`src/rtl/cpu_pkg.sv`:
```
// rtl/cpu_pkg.sv - shared opcode constants, sequencer state type and opcode legality helper
package cpu_pkg;

  localparam logic [5:0] OP_RTYPE = 6'b000000;
  localparam logic [5:0] OP_ADDI  = 6'b001000;
  localparam logic [5:0] OP_SUBI  = 6'b001001;
  localparam logic [5:0] OP_MOVI  = 6'b001010;
  localparam logic [5:0] OP_J     = 6'b000010;

  typedef enum logic [2:0] {
    S_IDLE      = 3'd0,
    S_FETCH     = 3'd1,
    S_DECODE    = 3'd2,
    S_EXECUTE   = 3'd3,
    S_WRITEBACK = 3'd4,
    S_HALT      = 3'd5
  } seq_state_t;

  function automatic logic is_legal_opcode(input logic [5:0] op);
    logic legal;
    unique case (op)
      OP_RTYPE, OP_ADDI, OP_SUBI, OP_MOVI, OP_J: legal = 1'b1;
      default:                                   legal = 1'b0;
    endcase
    return legal;
  endfunction

endpackage

```
`src/rtl/instr_sequencer.sv`:
```
// rtl/instr_sequencer.sv - multicycle FETCH/DECODE/EXECUTE/WRITEBACK instruction sequencer
//
// Owns pc, ir and the retired-instruction counter. Steps each instruction through
// four states (plus fetch wait states), gates the control unit's RegWrite/Jump
// into single-cycle strobes, and halts on an illegal opcode or a halt request.
//
// Ports:
//   clk, rst          clock, asynchronous active-high reset
//   start             leave IDLE and begin fetching at pc
//   halt_req          stop once the current instruction retires (sampled in WRITEBACK)
//   imem_req/addr     fetch request and address (addr == pc)
//   imem_ready/rdata  fetch handshake and returned instruction
//   ir, opcode        instruction register and its opcode field to the control unit
//   dec_reg_write     RegWrite from the control unit
//   dec_jump          Jump from the control unit
//   alu_en            one-cycle ALU capture strobe (EXECUTE)
//   rf_we             one-cycle register-file write strobe (WRITEBACK)
//   pc                program counter
//   busy, halted      status: active / in HALT
//   illegal           sticky illegal-opcode flag
//   retired           saturating retired-instruction count
module instr_sequencer
  import cpu_pkg::*;
#(
  parameter int PC_W    = 8,
  parameter int INSTR_W = 32,
  parameter int CNT_W   = 16
) (
  input  logic               clk,
  input  logic               rst,
  input  logic               start,
  input  logic               halt_req,
  output logic               imem_req,
  output logic [PC_W-1:0]    imem_addr,
  input  logic               imem_ready,
  input  logic [INSTR_W-1:0] imem_rdata,
  output logic [INSTR_W-1:0] ir,
  output logic [5:0]         opcode,
  input  logic               dec_reg_write,
  input  logic               dec_jump,
  output logic               alu_en,
  output logic               rf_we,
  output logic [PC_W-1:0]    pc,
  output logic               busy,
  output logic               halted,
  output logic               illegal,
  output logic [CNT_W-1:0]   retired
);

  seq_state_t         r_state;
  seq_state_t         w_state_nxt;
  logic [PC_W-1:0]    r_pc;
  logic [PC_W-1:0]    w_pc_nxt;
  logic [INSTR_W-1:0] r_ir;
  logic [INSTR_W-1:0] w_ir_nxt;
  logic [CNT_W-1:0]   r_retired;
  logic [CNT_W-1:0]   w_retired_nxt;
  logic               r_illegal;
  logic               w_illegal_nxt;
  logic [5:0]         w_opcode;

  assign w_opcode = r_ir[INSTR_W-1 -: 6];

  // State register
  always_ff @(posedge clk or posedge rst) begin
    if (rst) begin
      r_state <= S_IDLE;
    end else begin
      r_state <= w_state_nxt;
    end
  end

  // Datapath registers
  always_ff @(posedge clk or posedge rst) begin
    if (rst) begin
      r_pc      <= '0;
      r_ir      <= '0;
      r_retired <= '0;
      r_illegal <= 1'b0;
    end else begin
      r_pc      <= w_pc_nxt;
      r_ir      <= w_ir_nxt;
      r_retired <= w_retired_nxt;
      r_illegal <= w_illegal_nxt;
    end
  end

  // Next-state and datapath update
  always_comb begin
    w_state_nxt   = r_state;
    w_pc_nxt      = r_pc;
    w_ir_nxt      = r_ir;
    w_retired_nxt = r_retired;
    w_illegal_nxt = r_illegal;
    case (r_state)
      S_IDLE: begin
        if (start) w_state_nxt = S_FETCH;
      end
      S_FETCH: begin
        if (imem_ready) begin
          w_ir_nxt    = imem_rdata;
          w_state_nxt = S_DECODE;
        end
      end
      S_DECODE: begin
        if (is_legal_opcode(w_opcode)) begin
          w_state_nxt = S_EXECUTE;
        end else begin
          w_state_nxt   = S_HALT;
          w_illegal_nxt = 1'b1;
        end
      end
      S_EXECUTE: begin
        w_state_nxt = S_WRITEBACK;
      end
      S_WRITEBACK: begin
        // pc+1 wraps naturally at PC_W bits
        w_pc_nxt = dec_jump ? r_ir[PC_W-1:0] : r_pc + PC_W'(1);
        if (r_retired != {CNT_W{1'b1}}) w_retired_nxt = r_retired + CNT_W'(1);
        w_state_nxt = halt_req ? S_HALT : S_FETCH;
      end
      S_HALT: begin
        w_state_nxt = S_HALT;
      end
      default: begin
        w_state_nxt = S_IDLE;
      end
    endcase
  end

  // Strobes are masked by rst so nothing can fire in the cycle reset rises,
  // even before the async clear has propagated through r_state.
  assign imem_req  = (r_state == S_FETCH) & ~rst;
  assign alu_en    = (r_state == S_EXECUTE) & ~rst;
  assign rf_we     = (r_state == S_WRITEBACK) & dec_reg_write & ~rst;
  assign imem_addr = r_pc;
  assign pc        = r_pc;
  assign ir        = r_ir;
  assign opcode    = w_opcode;
  assign retired   = r_retired;
  assign illegal   = r_illegal;
  assign busy      = (r_state != S_IDLE) && (r_state != S_HALT) && !rst;
  assign halted    = (r_state == S_HALT) && !rst;

endmodule

```
`config.mk`:
```
export PLATFORM = sky130hd
export DESIGN_NAME = instr_sequencer
export DESIGN_NICKNAME = d
export VERILOG_FILES = /design/src/rtl/cpu_pkg.sv /design/src/rtl/instr_sequencer.sv
export SDC_FILE = /design/constraint.sdc
export NUM_CORES = 1
export LEC_CHECK = 0
export BUFFER_PORTS_ARGS = -buffer_cell sky130_fd_sc_hd__buf_2
export CORE_AREA = 8 8 94 79
export CTS_CLUSTER_DIAMETER = 80
export CTS_CLUSTER_SIZE = 25
export DETAILED_ROUTE_END_ITERATION = 10
export DIE_AREA = 0 0 102 87
export HOLD_SLACK_MARGIN = 0.08
export PLACE_DENSITY = 0.8
export SETUP_SLACK_MARGIN = 0.05
export SLEW_MARGIN = 20
export SYNTH_ARGS = -nofsm -noshare
export SYNTH_HDL_FRONTEND = slang
export SYNTH_SLANG_ARGS = --single-unit
```
`constraint.sdc`:
```
create_clock -name clk -period 3.2 [get_ports clk]
set_clock_uncertainty 0.05 [all_clocks]
set_input_delay 0 -clock clk [delete_from_list [all_inputs] [get_ports clk]]
set_output_delay 0 -clock clk [all_outputs]
set_load 0.1 [all_outputs]
```
==> results of run 1 <==
-- what timing repair did --
item | 4_1_cts | 5_1_grt
hold endpoints to repair | 101 | 0
hold buffers | 38 | 0
buffers inserted | 0 | 0
-- layout make-up --
class                           instances  area [um2]  area share [%]
Tap cell                               84         105            2.64
Clock buffer                           11         141            3.55
Clock inverter                          5        75.1            1.88
Inverter                                6        22.5           0.565
Multi-Input combinational cell        153        1160            29.2
Sequential cell                        60        1500            37.7
Timing Repair Buffer                  154         978            24.5
-- routing by layer --
layer | wire [um] | global-route usage (%) | vias up | share of wire, %
li1 | - | - | 1128 | -
met5 | 0 | 0 | - | 0
met3 | 610 | 7.83 | 7 | 8.5
met2 | 3450 | 27.2 | 77 | 48
met4 | 64 | 4.52 | 0 | 0.89
met1 | 3030 | 19.6 | 1119 | 42
-- sequential cells by signal, indices dropped and copies added, names as in the netlist --
register and count:
retired 16, ir 32, r_state 3, imem_addr 8, illegal 1
-- metrics by stage --
step / utilization [%] / worst slack (ns) / cell area, um2 / cells / hold WS [ns]
2_1_floorplan: - / 0.505 / 2840 / 242 / 0.0982
3_3_place_gp: 56.0 / 1.07 / 3390 / 419 / 0.182
3_5_place_dp: 56.0 / 0.999 / 3390 / 419 / 0.185
4_1_cts: 65.9 / 0.996 / 3990 / 473 / 0.355
5_1_grt: 65.9 / 0.879 / 3990 / 473 / 0.368
6_report: 65.9 / 1.01 / 3990 / 473 / 0.380
-- worst max-delay path by stage --
stage | start | end | depth (start not counted)
6_report | r_state[1] | ir[15] | 4
5_1_grt | r_state[1] | ir[1] | 4
4_1_cts | r_state[1] | ir[1] | 4
3_5_place_dp | r_state[1] | ir[1] | 4
3_3_place_gp | r_state[1] | ir[9] | 4
2_1_floorplan | r_state[0] | halted | 3
-- cell families (layout without fill, tap and decap cells) --
kind of cell               Yosys count  in the layout  synth area share [%]
AOI/OAI and AO/OA                   31             31                  7.67
xor gates and xnor gates            17             17                  5.24
adders and majority gates            2              2                 0.881
buffers and inverters               29            176                  6.39
DFF                                 60             60                  52.9
muxes                               34             34                  13.4
and+or+nand+nor                     69             69                  13.5
-- worst max-delay path, stage by stage, from the launching register on --
cell      delay [ns]
dfrtp_1         0.52
nand2b_1        0.30
nor3_4          0.59
buf_12          0.25
mux2_2          0.35
-- placed cells by master (no fill, tap or decap), drive strengths merged, types with 3 or more instances in the layout --
cell type	instances
buf	116
dfrtp	60
dlygate4sd3	38
mux2	32
nand2	18
nor2	12
o21ai	11
clkbuf	11
xnor2	10
nor3	10
a21oi	8
nand4	8
xor2	7
nand3	6
inv	6
and3	4
a31oi	3
nor4	3
clkinv	3
==> key figures, run 1 <==
Timing
  • Final setup fails: 0
  • Period minus WS final: approximately 2.2 ns
  • Hold violation count in the final report: 0
  • Period utilization: 68.5%
  • Least-Margin Pin Slew: 0.920 ns
  • Achievable Freq: 0.456 GHz
  • Max-slew headroom: 37.1%
  • TNS Setup: 0 ns
  • Slew Viols, Final: 0
  • RSZ-0062 raised after global routing: false

Detailed routing
  • DR vias/cell: 4.93
  • DR DRC count: 0
  • Post-Route WL: 7160 um
  • DR pass1 iterations: 5
  • Via count: around 2.3k
  • Routed WL per cell: 15.1 um
  • Post-route ant nets: 0
  • Initial DRC Count: 73

Clocking
  • Skew-Pair Late Insertion Delay: between 0.3 and 0.4 ns
  • H-Tree Depth: 3
  • CTS root buf: clkbuf_8
  • Clk sinks: 60
  • CTS tree: done
  • Clk buf depth: 2
  • CTS resizes: 0
  • Clock-pin slew on the worst setup and hold paths: 0.07 ns
  • TritonCTS Buffers: 9

Die
  • Die Y: a little under 90 um
  • Core Area: 6050 um2
  • I/O Pins: about 120
  • Die Area: 8870 um2
  • Initial core utilization: roughly 47%
  • Row count: 26
  • Die X: 102 um

Logic synthesis
  • Ys flop type: dfrtp_1
  • Synth top area share: 52.9%
  • Register area share after synthesis: 52.9%
  • Post-synth EDFFs: 0
  • Synth cell types: 38
  • Synth Area per Inst: approximately 12 um2
  • Syn Nets: 283
  • Post-synthesis register bit count: 60
  • Main area contributors after synthesis: dfrtp_1 53%, mux2_2 13%, buf_4 3.7%
  • Post-synth ARST share: 100%
  • Cells after Synth: 242
  • Largest area contributor in the netlist: dfrtp_1
  • Synth cell count leaders: 60 x dfrtp_1, 32 x mux2_2, 18 x nand2_1
  • Top-count cell post-synth: dfrtp_1
  • Synth warn: 0
  • Post-synthesis cell area: 2840 um2

Hold path
  • Hold Path Stages: 3
  • Worst Hold End: ir[24]
  • Hold path startpoint: imem_rdata[24]
  • HP Class: in2reg

GRT
  • Initial antenna violation count: 0
  • Gr ovfl total: 0
  • Total track usage: 16.8%
  • Vias in the first global route: 2,419
  • Largest net degree at the start of global routing: 61
  • First-pass GRT wire length: between 10,000 and 15,000 um

Worst setup path
  • Worst R2R Path Depth: 4
  • Reg2reg start: r_state[1]
  • FF-to-FF End: ir[15]
  • Critical Path RT: about 3.4 ns
  • Reg2reg setup slack: 1.01 ns
  • CP endpoint kind: register
  • Worst Path Arrival: 2.35 ns
  • CP Launch Type: register
  • Worst Path Max Fanout: 19
  • Critical path class: reg2reg

Cells and area
  • NumNets Final: around 430
  • Ant diodes: 0
  • Ratio of cells with drive above 1 in the final layout: about 45%
  • Area Growth Syn to Fin: 40.4%
  • Number of fill cells: 494

Placed design
  • RePlAce Congestion: 0.755
  • IO buf count: 114
  • HPWL Detailed: 4950 um

Run
  • Max cap viols: 0

Status
  • Status: finished clean
Power of run 1 is not shown: default switching activity piles up to over one toggle a cycle in this logic, so the estimate is an artifact.
==> inputs of run 2 (changes only) <==
--- a/config.mk
+++ b/config.mk
@@ -6,13 +6,13 @@
 export NUM_CORES = 1
 export LEC_CHECK = 0
 export BUFFER_PORTS_ARGS = -buffer_cell sky130_fd_sc_hd__buf_2
-export CORE_AREA = 8 8 94 79
+export CORE_AREA = 8 8 95 80
 export CTS_CLUSTER_DIAMETER = 80
 export CTS_CLUSTER_SIZE = 25
 export DETAILED_ROUTE_END_ITERATION = 10
-export DIE_AREA = 0 0 102 87
+export DIE_AREA = 0 0 103 88
 export HOLD_SLACK_MARGIN = 0.08
-export PLACE_DENSITY = 0.8
+export PLACE_DENSITY = 0.79
 export SETUP_SLACK_MARGIN = 0.05
 export SLEW_MARGIN = 20
 export SYNTH_ARGS = -nofsm -noshare
==> constraint.sdc (replaced) <==
create_clock -name clk -period 2.25 [get_ports clk]
set_clock_uncertainty 0.05 [all_clocks]
set_input_delay 0 -clock clk [delete_from_list [all_inputs] [get_ports clk]]
set_output_delay 0 -clock clk [all_outputs]
set_load 0.1 [all_outputs]
==> run 2 against run 1 <==
Hold slack better by 0.0029 ns. Via count rose by 4.8%. Routed wire length rose by 6.3%. Die area is 2.1% higher. Count of clock-buffer cells in the layout rose by 3. First-iteration DRC count fell by 32%. Critical path depth unchanged. Final cell count unchanged.
==> key figures, run 2 (same netlist as run 1, synthesis figures left out) <==
Status
  • Status: finished clean

Detailed routing
  • Routed WL per cell: 16.1 um
  • Initial DRC Count: 50
  • Post-Route WL: 7610 um
  • DR vias/cell: 5.16
  • Via count: ~2.4k
  • Post-route ant nets: 0
  • DR DRC count: 0
  • DR pass1 iterations: 4

Die
  • Die X: 103 um
  • Die Area: 9060 um2
  • Die Y: 88 um
  • Row count: 26
  • I/O Pins: 115
  • Core Area: ~6100 um2
  • Initial core utilization: 46.4%

Placed design
  • RePlAce Congestion: 0.788
  • IO buf count: 114
  • HPWL Detailed: 5090 um
  • Pre-CTS WS: 0.450 ns

Clocking
  • Clk buf depth: 2
  • Clock-pin slew on the worst setup and hold paths: around 0.060 ns
  • H-Tree Depth: 3
  • Post-CTS Setup Inserts: 0
  • CTS tree: done
  • Clk sinks: 60
  • Skew-Pair Late Insertion Delay: 0.33 ns
  • CTS root buf: clkbuf_8
  • TritonCTS Buffers: 9

Cells and area
  • Ratio of cells with drive above 1 in the final layout: 47.8%
  • NumNets Final: 427
  • Util after Layout: about two thirds
  • Number of fill cells: 504
  • Most common cell after layout, fill and taps aside: buf_2
  • Commonest cells after routing, fill and taps aside: 114 x buf_2, 48 x dfrtp_1, 37 x dlygate4sd3_1
  • Ant diodes: 0
  • Largest register FFs: 32
  • Area Growth Syn to Fin: 39.4%

Worst setup path
  • Critical Path RT: 2.20 ns
  • CP Launch Type: register
  • Worst Path Max Fanout: 12
  • Worst Path Arrival: 2.01 ns
  • Reg2reg setup slack: 0.44 ns
  • CP endpoint kind: output port
  • Critical path class: reg2out

Timing
  • Achievable Freq: 0.486 GHz
  • Slew Viols, Final: 0
  • Final hold slack: 0.383 ns
  • Period minus WS final: 2.06 ns
  • RSZ-0062 raised after global routing: false
  • Final setup fails: 0
  • Max-slew headroom: 49.8%
  • Least-Margin Pin Slew: 0.753 ns
  • Period utilization: 91.4%
  • Hold violation count in the final report: 0
  • Setup WS post-layout: 0.194 ns

Run
  • Max cap viols: 0

GRT
  • Gr ovfl total: 0
  • Total track usage: 17.9%
  • Initial antenna violation count: 0
  • Largest net degree at the start of global routing: 61
  • Vias in the first global route: around 2.6k
  • First-pass GRT wire length: 12,600 um

Hold path
  • HP Class: in2reg
run 2: changes by cell type in the layout (fill, tap and decap cells not counted), sizes merged:
cell and change:
bufinv -2, clkinv -3, clkinvlp +1, inv -1, dlygate4sd3 -1, buf +3
clkbuf +3
run 2: path summary, 6_finish.rpt:
path	start	depth (start not counted)	end
max	r_state[1]	4	rf_we
min	imem_rdata[25]	3	ir[25]
max reg2reg	r_state[1]	4	ir[4]
min reg2reg	illegal	1	illegal
max in group asynchronous	rst	4	retired[1]
min in group asynchronous	rst	4	retired[10]
run 2: final cells by class:
type	count	area, um2	area share [%]
flip-flops and latches	60	1520	38.3
inverters	6	26.3	0.664
well taps	84	105	2.65
clock buffers	14	153	3.86
multi-input cells	153	1170	29.5
repair buffers	156	991	25.0
run 2: through the flow:
stage	setup TNS, ns	cells	instance area (um2)
after floorplan	-0.889	242	2860
after global placement	0	422	3440
after detailed placement	0	422	3440
after CTS	0	473	3960
after global routing	0	473	3960
final	0	473	3960
run 2: worst max-delay path, cell delays in order, from the launching register on:
cell and delay (ns):
dfrtp_1 0.53, nor3b_4 0.36, buf_4 0.22, and3_1 0.16, buf_2 0.42
run 2: repair_timing:
action / in CTS / in global routing
hold buffers: 37 / 0
resized for setup: 0 / 0
hold endpoints to repair: 100 / 0
run 2: routing by layer:
layer  up-vias  part of all wire (%)  GRT usage (%)
li1       1133                     -              -
met1      1195                    40           20.6
met2       103                    48           29.3
met3        12                    10           7.86
met4         0                   1.3           5.64
met5         -                     0              0
Power of run 2 is left out for the same reason.
==> inputs of run 3 (changes only) <==
--- a/config.mk
+++ b/config.mk
@@ -5,14 +5,15 @@
 export SDC_FILE = /design/constraint.sdc
 export NUM_CORES = 1
 export LEC_CHECK = 0
+export ABC_AREA = 1
 export BUFFER_PORTS_ARGS = -buffer_cell sky130_fd_sc_hd__buf_2
-export CORE_AREA = 8 8 95 80
+export CORE_AREA = 8 8 98 82
 export CTS_CLUSTER_DIAMETER = 80
 export CTS_CLUSTER_SIZE = 25
 export DETAILED_ROUTE_END_ITERATION = 10
-export DIE_AREA = 0 0 103 88
+export DIE_AREA = 0 0 106 90
 export HOLD_SLACK_MARGIN = 0.08
-export PLACE_DENSITY = 0.79
+export PLACE_DENSITY = 0.78
 export SETUP_SLACK_MARGIN = 0.05
 export SLEW_MARGIN = 20
 export SYNTH_ARGS = -nofsm -noshare
==> run 3 against run 2 <==
Critical endpoint is now retired[2]. First-iteration DRC count rose by 140%. Fmax grew 14%. Critical path type is now reg2reg. Count of clock-buffer cells in the layout decreased by 3.
==> key figures, run 3 <==
Cells and area
  • Area Growth Syn to Fin: 36.3%
  • Multi-input gate area: 1310 um2
  • Area occupied by registers: 1500 um2
  • Most common cell after layout, fill and taps aside: buf_2
  • NumNets Final: 534
  • Finished layout cell area: 4190 um2
  • Ratio of cells with drive above 1 in the final layout: 34.9%
  • Commonest cells after routing, fill and taps aside: 114 x buf_2, 107 x nand2_1, 58 x dfrtp_1
  • Largest register FFs: 32
  • Number of fill cells: slightly below 600

Clocking
  • CTS tree: done
  • Clock-pin slew on the worst setup and hold paths: 0.07 ns
  • Hold-fix buffers, CTS: 38
  • CTS root buf: clkbuf_8
  • Clk sinks: 60
  • TritonCTS Buffers: 9
  • H-Tree Depth: 3
  • CTS resizes: 0
  • Clk buf depth: 2
  • Skew-Pair Late Insertion Delay: between 0.3 and 0.4 ns
  • Post-CTS Setup Inserts: 0

Detailed routing
  • DR vias/cell: 4.87
  • DR DRC count: 0
  • Routed WL per cell: 13.8 um
  • Initial DRC Count: 120
  • DR pass1 iterations: 5
  • Via count: ~2.9k
  • Post-Route WL: 8080 um
  • Post-route ant nets: 0

Logic synthesis
  • Synth warn: 0
  • Top-count cell post-synth: nand2_1
  • Synth top area share: 48.8%
  • Largest area contributor in the netlist: dfrtp_1
  • Post-Synth Simple-Gate Area: 22.5%
  • Synth cell types: 30
  • Adder-Cell Fraction of Synth Area: 0.814%
  • Post-synthesis register bit count: 60
  • Post-synthesis cell area: approximately 3100 um2
  • Cells after Synth: 349
  • Mux contribution to synthesized area: between 10% and 20%
  • Post-synth EDFFs: 0
  • Ys flop type: dfrtp_1
  • Synth Area per Inst: 8.81 um2
  • Synth Area in Compound Gates: 6.27%
  • Post-synth ARST share: 100%
  • Synth cell count leaders: 107 x nand2_1, 60 x dfrtp_1, 29 x inv_1
  • Xor-xnor portion of the synthesized cell area: roughly 1.4%
  • Register area share after synthesis: 48.8%
  • Syn Nets: 390
  • Main area contributors after synthesis: dfrtp_1 49%, nand2_1 13%, mux2_2 8.4%
  • Largest family of logic cells by synthesized area: simple AND/OR/NAND/NOR gates

Die
  • Die Area: ~9500 um2
  • Core Area: 6590 um2
  • I/O Pins: 115
  • Die Y: around 90 um
  • Initial core utilization: between 40% and 50%
  • Row count: 27
  • Die X: 106 um

Worst setup path
  • Critical path class: reg2reg
  • Worst Path Max Fanout: 7
  • CP endpoint kind: register
  • Worst R2R Path Depth: 8
  • Critical Path RT: 2.46 ns
  • Worst Path Arrival: 2.01 ns
  • CP Launch Type: register

GRT
  • Vias in the first global route: 2,927
  • Initial antenna violation count: 1
  • Gr ovfl total: 0
  • Total track usage: 17.8%
  • First-pass GRT wire length: around 14,000 um
  • Largest net degree at the start of global routing: 47

Timing
  • Least-Margin Pin Slew: ~0.57 ns
  • Final setup fails: 0
  • Achievable Freq: 0.556 GHz
  • Period utilization: 79.9%
  • TNS Setup: 0 ns
  • Slew Viols, Final: 0
  • RSZ-0062 raised after global routing: false
  • Max-slew headroom: 61.8%
  • Period minus WS final: 1.80 ns
  • Hold violation count in the final report: 0

Placed design
  • Placed cell area: about 3600 um2
  • IO buf count: around 110
  • HPWL Detailed: 5770 um
  • RePlAce Congestion: 0.829

Status
  • Status: finished clean

Hold path
  • HP Class: in2async

Run
  • Max cap viols: 0
-- run 3: changes by cell type in the layout (fill, tap and decap cells not counted), sizes merged, moves of 4 or more --
cell and delta:
nand2 +92, inv +25, nor2 +19, nand3 +8, nor3 -8, o21ai +7
xnor2 -6, xor2 -6, and3 -4, clkinv +4
-- run 3: routing by layer --
layer	up-vias	global-route usage, %	part of all wire (%)
met2	102	28.6	48
met5	-	0	0
li1	1393	-	-
met3	12	7.20	8.2
met4	0	4.91	1.4
met1	1347	21.4	43
-- run 3: kinds of logic after synthesis --
logic type | Yosys count
AOI/OAI and AO/OA | 35
xor gates and xnor gates | 5
adders and majority gates | 2
buffers and inverters | 53
DFF | 60
muxes | 31
and+or+nand+nor | 163
-- run 3: layout make-up --
| cell class | count | share of cell area, % |
|---|---|---|
| clock buffer | 11 | 3.37 |
| timing repair buffer | 155 | 23.2 |
| antenna | 1 | 0.0597 |
| multi-input combinational | 236 | 31.3 |
| clock inverter | 5 | 0.657 |
| inverter | 31 | 2.87 |
| sequential | 60 | 35.9 |
| tap | 87 | 2.60 |
-- run 3: final timing paths --
| check | start | to | slack (ns) |
|---|---|---|---|
| min in group clk | imem_rdata[22] | ir[22] | 0.37 |
| max reg2reg | retired[0] | retired[2] | 0.45 |
| min reg2reg | illegal | illegal | 0.41 |
| max | retired[0] | retired[2] | 0.45 |
| max in group asynchronous | rst | retired[0] | 1.05 |
| min | rst | ir[1] | 0.20 |
-- run 3: critical path: stages (launching register included) --
cell and delay, ns:
dfrtp_2 0.40, ha_1 0.31, inv_2 0.07, nor2_4 0.18
nand2_4 0.08, o21ai_2 0.30, buf_4 0.22, nand2_1 0.05
o21ai_1 0.07
-- run 3: through the flow --
step | hold WS, ns | std cells | util, % | setup WS [ns]
final | 0.198 | 586 | 63.6 | 0.451
after global routing | 0.214 | 586 | 63.6 | 0.264
after CTS | 0.159 | 585 | 63.6 | 0.442
after detailed placement | -0.0180 | 531 | 55.3 | 0.477
after global placement | -0.0270 | 531 | 55.3 | 0.538
after floorplan | 0.0601 | 349 | - | 0.0218
Power of run 3 is left out for the same reason.
